File: src/rtl/line_deserializer.sv
// -----------------------------------------------------------------------------
// line_deserializer
//
// Assembles one cache line from WORDS beats of WORD_W bits that arrive on a
// valid/ready word stream. The first beat may target any word slot; subsequent
// beats fill the following slots and wrap from WORDS-1 back to 0. This matches
// critical-word-first fills. The first accepted beat of every fill is also
// forwarded on crit_data with a one-cycle crit_valid pulse, so the requester
// can be woken before the whole line is present. A finished line is held on
// line_data and stays stable until the consumer takes it. flush aborts
// whatever is in flight.
//
// The design sits between the memory-side fill port and the data-array write
// port of the cache.
//
// Parameters
//   WORD_W  bits per beat (>= 8)
//   WORDS   beats per line (power of two, >= 2)
//   IDX_W   word index width, derived from WORDS; leave it at its default
//
// Ports
//   clk          rising-edge clock
//   rst_n        asynchronous active-low reset
//   flush        synchronous abort; has the highest priority in every state
//   start_valid  request to begin a line fill
//   start_idx    slot index of the first (critical) beat
//   start_ready  high only while idle
//   in_valid     incoming beat valid
//   in_data      incoming beat
//   in_ready     high only while filling
//   crit_valid   one-cycle pulse after the first beat of a fill is accepted
//   crit_data    copy of that first beat
//   line_valid   assembled line is available
//   line_data    assembled line; word k sits at [k*WORD_W +: WORD_W]
//   line_ready   consumer accepts the held line
//   busy         high whenever the block is not idle
// -----------------------------------------------------------------------------
module line_deserializer #(
  parameter int WORD_W = 32,
  parameter int WORDS  = 8,
  parameter int IDX_W  = $clog2(WORDS)
) (
  input  logic                    clk,
  input  logic                    rst_n,
  input  logic                    flush,
  input  logic                    start_valid,
  input  logic [IDX_W-1:0]        start_idx,
  output logic                    start_ready,
  input  logic                    in_valid,
  input  logic [WORD_W-1:0]       in_data,
  output logic                    in_ready,
  output logic                    crit_valid,
  output logic [WORD_W-1:0]       crit_data,
  output logic                    line_valid,
  output logic [WORD_W*WORDS-1:0] line_data,
  input  logic                    line_ready,
  output logic                    busy
);

  // cnt must be able to count up to WORDS, so it is one bit wider than ptr.
  localparam int CNT_W = IDX_W + 1;
  localparam logic [CNT_W-1:0] LAST_CNT = CNT_W'(WORDS - 1);

  typedef enum logic [1:0] {
    ST_IDLE = 2'd0,
    ST_FILL = 2'd1,
    ST_HOLD = 2'd2
  } state_t;

  state_t             state_q;
  logic [IDX_W-1:0]   ptr_q;
  logic [CNT_W-1:0]   cnt_q;
  logic [WORD_W-1:0]  words_q [WORDS];
  logic [WORD_W-1:0]  crit_data_q;
  logic               crit_valid_q;

  // Next-value helpers for the datapath counters.
  logic [IDX_W-1:0]   ptr_d;
  logic [CNT_W-1:0]   cnt_d;
  logic               beat_fire;
  logic               first_beat;
  logic               last_beat;

  // WORDS is a power of two, so the plain IDX_W-bit increment already gives
  // the WORDS-1 -> 0 wrap that critical-word-first bursts need.
  assign ptr_d      = ptr_q + 1'b1;
  assign cnt_d      = cnt_q + 1'b1;
  assign beat_fire  = (state_q == ST_FILL) && in_valid;
  assign first_beat = (cnt_q == '0);
  assign last_beat  = (cnt_q == LAST_CNT);

  // All status outputs are decoded from the state register only, so none of
  // them has a combinational path from an input.
  assign start_ready = (state_q == ST_IDLE);
  assign in_ready    = (state_q == ST_FILL);
  assign line_valid  = (state_q == ST_HOLD);
  assign busy        = (state_q != ST_IDLE);
  assign crit_valid  = crit_valid_q;
  assign crit_data   = crit_data_q;

  // Flatten the word array onto the line bus.
  generate
    for (genvar gi = 0; gi < WORDS; gi++) begin : g_pack
      assign line_data[gi*WORD_W +: WORD_W] = words_q[gi];
    end
  endgenerate

  always_ff @(posedge clk or negedge rst_n) begin
    if (!rst_n) begin
      state_q      <= ST_IDLE;
      ptr_q        <= '0;
      cnt_q        <= '0;
      crit_data_q  <= '0;
      crit_valid_q <= 1'b0;
      for (int k = 0; k < WORDS; k++) begin
        words_q[k] <= '0;
      end
    end else begin
      // crit_valid is a one-cycle pulse. By default it drops every cycle.
      crit_valid_q <= 1'b0;

      if (flush) begin
        // The abort discards any beat or start in this cycle. Words that were
        // already written stay in the array; only the control state is cleared.
        state_q <= ST_IDLE;
        cnt_q   <= '0;
      end else begin
        unique case (state_q)
          ST_IDLE: begin
            if (start_valid) begin
              ptr_q   <= start_idx;
              cnt_q   <= '0;
              state_q <= ST_FILL;
            end
          end

          ST_FILL: begin
            if (beat_fire) begin
              words_q[ptr_q] <= in_data;
              ptr_q          <= ptr_d;
              cnt_q          <= cnt_d;
              if (first_beat) begin
                crit_data_q  <= in_data;
                crit_valid_q <= 1'b1;
              end
              if (last_beat) begin
                state_q <= ST_HOLD;
              end
            end
          end

          ST_HOLD: begin
            // The line leaves on the handshake. A new start can only be seen
            // from IDLE, so it is taken one cycle later at the earliest.
            if (line_ready) begin
              state_q <= ST_IDLE;
            end
          end

          default: begin
            state_q <= ST_IDLE;
          end
        endcase
      end
    end
  end

endmodule

File: config.mk
export PLATFORM = sky130hd
export DESIGN_NAME = line_deserializer
export DESIGN_NICKNAME = d
export VERILOG_FILES = /design/src/rtl/line_deserializer.sv
export SDC_FILE = /design/constraint.sdc
export NUM_CORES = 1
export LEC_CHECK = 0
export ABC_AREA = 1
export CORE_MARGIN = 4
export CORE_UTILIZATION = 53
export CTS_BUF_LIST = sky130_fd_sc_hd__clkbuf_8
export DETAILED_ROUTE_END_ITERATION = 10
export GPL_ROUTABILITY_DRIVEN = 1
export HOLD_SLACK_MARGIN = 0.15
export PLACE_DENSITY = 0.95
export SYNTH_ARGS = -nofsm -noshare
export SYNTH_HDL_FRONTEND = slang
export SYNTH_SLANG_ARGS = --single-unit
File: constraint.sdc
create_clock -name clk -period 4.4 [get_ports clk]
set_input_delay 1.32 -clock clk [delete_from_list [all_inputs] [get_ports clk]]
set_output_delay 1.32 -clock clk [all_outputs]
set_load 0.05 [all_outputs]
==> flow_summary.toml <==
[outcome]
status = "finished clean"

[timing]
rsz0062_at_grt = "no"
slew-limit-headroom_pct = 32.8
hold_violations = 0
drv_slew = 0
post-route-period-util_pct = 78.7
tns_ns = 0
setup_viol = 0
tightest_slew_ns = 1.01
max_freq_mhz = 289
clock-skew-final_ns = 0.0144
period_needed_ns = 3.46
hold_ws_ns = 0.469

[global_routing]
grt_max_degree = 148
grt_overflow = 0
antenna_found_initial = 0
grt_usage_pct = 32.3
grt_pass1_wl_um = 65100
grt_pass1_vias = 11617

[placement]
dpl.cell_count = 1901
gp_congestion = 0.841
place_area_um2 = 15500
numPortBuffers = 333
hpwl_um = 26900

[routing]
drtIter0Drc = 1352
ant_nets = 0
num_vias = 11430
drc = 0
dr.pass1.iters = 7
drt-total-wl_um = 41700
wl_per_cell_um = 21.1
routed_via_density = 5.77

[yosys]
syn_area_um2 = 12100
ys_seq_area_share_pct = 61.8
syn_nets = 1426
postSynthCellCount = 1382
yosys_warnings = 0
ys_ff_latch = 298
avgSynthCellArea_um2 = 8.73
synth_cell_types = 14

[die]
ios = 334
start_util_pct = 54.6
num_rows = 54
dieArea_um2 = 25300
core_um2 = 22100
die_width_um = 159
die_h_um = 159

[cells_and_area]
syn_to_final_growth_pct = 35.5
diodes = 0
nNetsFinal = 1713
fillCellCount = 1386
final_area_um2 = 16400
drive_gt1_share_pct = 5.94
layoutNonFillerInstCount = 1980

[flow_run]
maxCapViolCount = 0

[critical_path]
crit_required_ns = 3.08
arrival_ns = 2.14
cp-end-kind = "output port"
worstPathMaxFanout = 5
worstSetupPathType = "reg -> out"
startpoint_type = "flop"

[clocking]
h-tree-depth = 2
post_cts_resized = 0
holdBufCountCts = 0
cts_buffer_depth = 3
cts_tree = "yes"
cts_setup_buffers = 0
clock-root-buffer = "clkbuf_8"
clk_pin_slew_ns = 0.06
cts_made_buffers = 46
cts.sinks = 298
clk_latency_ns = 0.54

[pwr]
power.density_nw_per_um2 = 912
leakage_nw = 8.43
finalPower_mw = 14.9
peakVddDrop_v = 0.000575

[min_path]
holdCritPathClass = "reg -> reg"
## flip-flops by register name, indices dropped and copies added (netlist names)
name / cells
cnt_q: 4
line_data: 256
ptr_q: 3
crit_valid: 1
crit_data: 32
state_q: 2
## cells in the final DEF, fill, tap and decap left out
| master | n |
|---|---|
| bufinv_16 | 1 |
| clkbuf_8 | 58 |
| inv_2 | 2 |
| nor2_4 | 6 |
| clkdlybuf4s50_1 | 332 |
| nand3_1 | 292 |
| buf_12 | 3 |
| nor2_1 | 7 |
| nor2_2 | 4 |
| buf_4 | 22 |
| ha_1 | 3 |
| clkinv_2 | 4 |
| o22ai_1 | 1 |
| buf_8 | 1 |
| inv_1 | 30 |
| dfrtp_1 | 298 |
| nand2_1 | 629 |
| o21ai_0 | 5 |
| nand4_1 | 2 |
## power breakdown
| group | leakage [nW] | switching, mW | internal, mW | total [mW] |
|---|---|---|---|---|
| Combinational | 3.99 | 5.72 | 2.31 | 8.04 |
| Clock | 0.532 | 1.06 | 1.23 | 2.29 |
| Sequential | 3.91 | 0.740 | 3.85 | 4.59 |
| Total | 8.43 | 7.52 | 7.40 | 14.9 |
## cells by family after synthesis
| family | count (synthesis) | synth area share, % |
|---|---|---|
| and+or+nand+nor | 940 | 32.3 |
| adders and majority gates | 3 | 0.311 |
| buffers and inverters | 135 | 5.36 |
| DFF | 298 | 61.8 |
| AOI/OAI and AO/OA | 6 | 0.259 |
## synthesized netlist by cell type
library cell | instances | area [um2]
ha_1 | 3 | 37.5
clkbuf_1 | 59 | 221
nand2_1 | 629 | 2360
buf_4 | 1 | 7.51
buf_6 | 10 | 113
inv_2 | 2 | 7.51
dfrtp_1 | 298 | 7460
inv_1 | 14 | 52.6
nor2_1 | 17 | 63.8
buf_2 | 49 | 245
nand4_1 | 2 | 12.5
o22ai_1 | 1 | 6.26
nand3_1 | 292 | 1460
o21ai_0 | 5 | 25.0
## through the flow
step | setup WS [ns] | utilization [%]
finish | 0.937 | 74.1
global route | 0.823 | 74.1
CTS | 0.919 | 74.1
detailed placement | 0.994 | 69.9
global placement | 1.04 | 69.9
floorplan | 1.46 | -
## per-layer routing
| layer | vias up | GRT usage, % | routed length (um) |
|---|---|---|---|
| met5 | - | 0 | 0 |
| met4 | 0 | 16.6 | 2170 |
| met3 | 166 | 9.51 | 4920 |
| met2 | 798 | 52.7 | 19900 |
| met1 | 5516 | 39.4 | 14700 |
| li1 | 4950 | - | - |
## area by class of cell
cell class	instances	area [um2]	area share [%]
clock buffers	58	798	4.88
clock inverters	21	110	0.673
inverters	16	60.1	0.367
multi-input cells	949	4020	24.6
flip-flops and latches	298	7460	45.6
well taps	280	350	2.14
repair buffers	358	3560	21.8
## path summary, 6_finish.rpt
| kind | start | end | slack, ns | cells past startpoint |
|---|---|---|---|---|
| setup / recovery | state_q[1] | in_ready | 0.94 | 4 |
| hold / removal | line_data[209] | line_data[209] | 0.47 | 2 |
| setup reg to reg | ptr_q[0] | line_data[167] | 1.79 | 6 |
| hold reg to reg | line_data[209] | line_data[209] | 0.47 | 2 |
| max in group asynchronous | rst_n | line_data[12] | 2.61 | 2 |
| min in group asynchronous | rst_n | crit_data[28] | 0.80 | 1 |
## critical path, cell delays in order (launching register included)
cell and delay [ns]:
dfrtp_1 0.38, inv_1 0.11, nand2_1 0.14, inv_1 0.12, clkdlybuf4s50_1 0.84
Note: power is estimated with default switching activity, not from simulation.
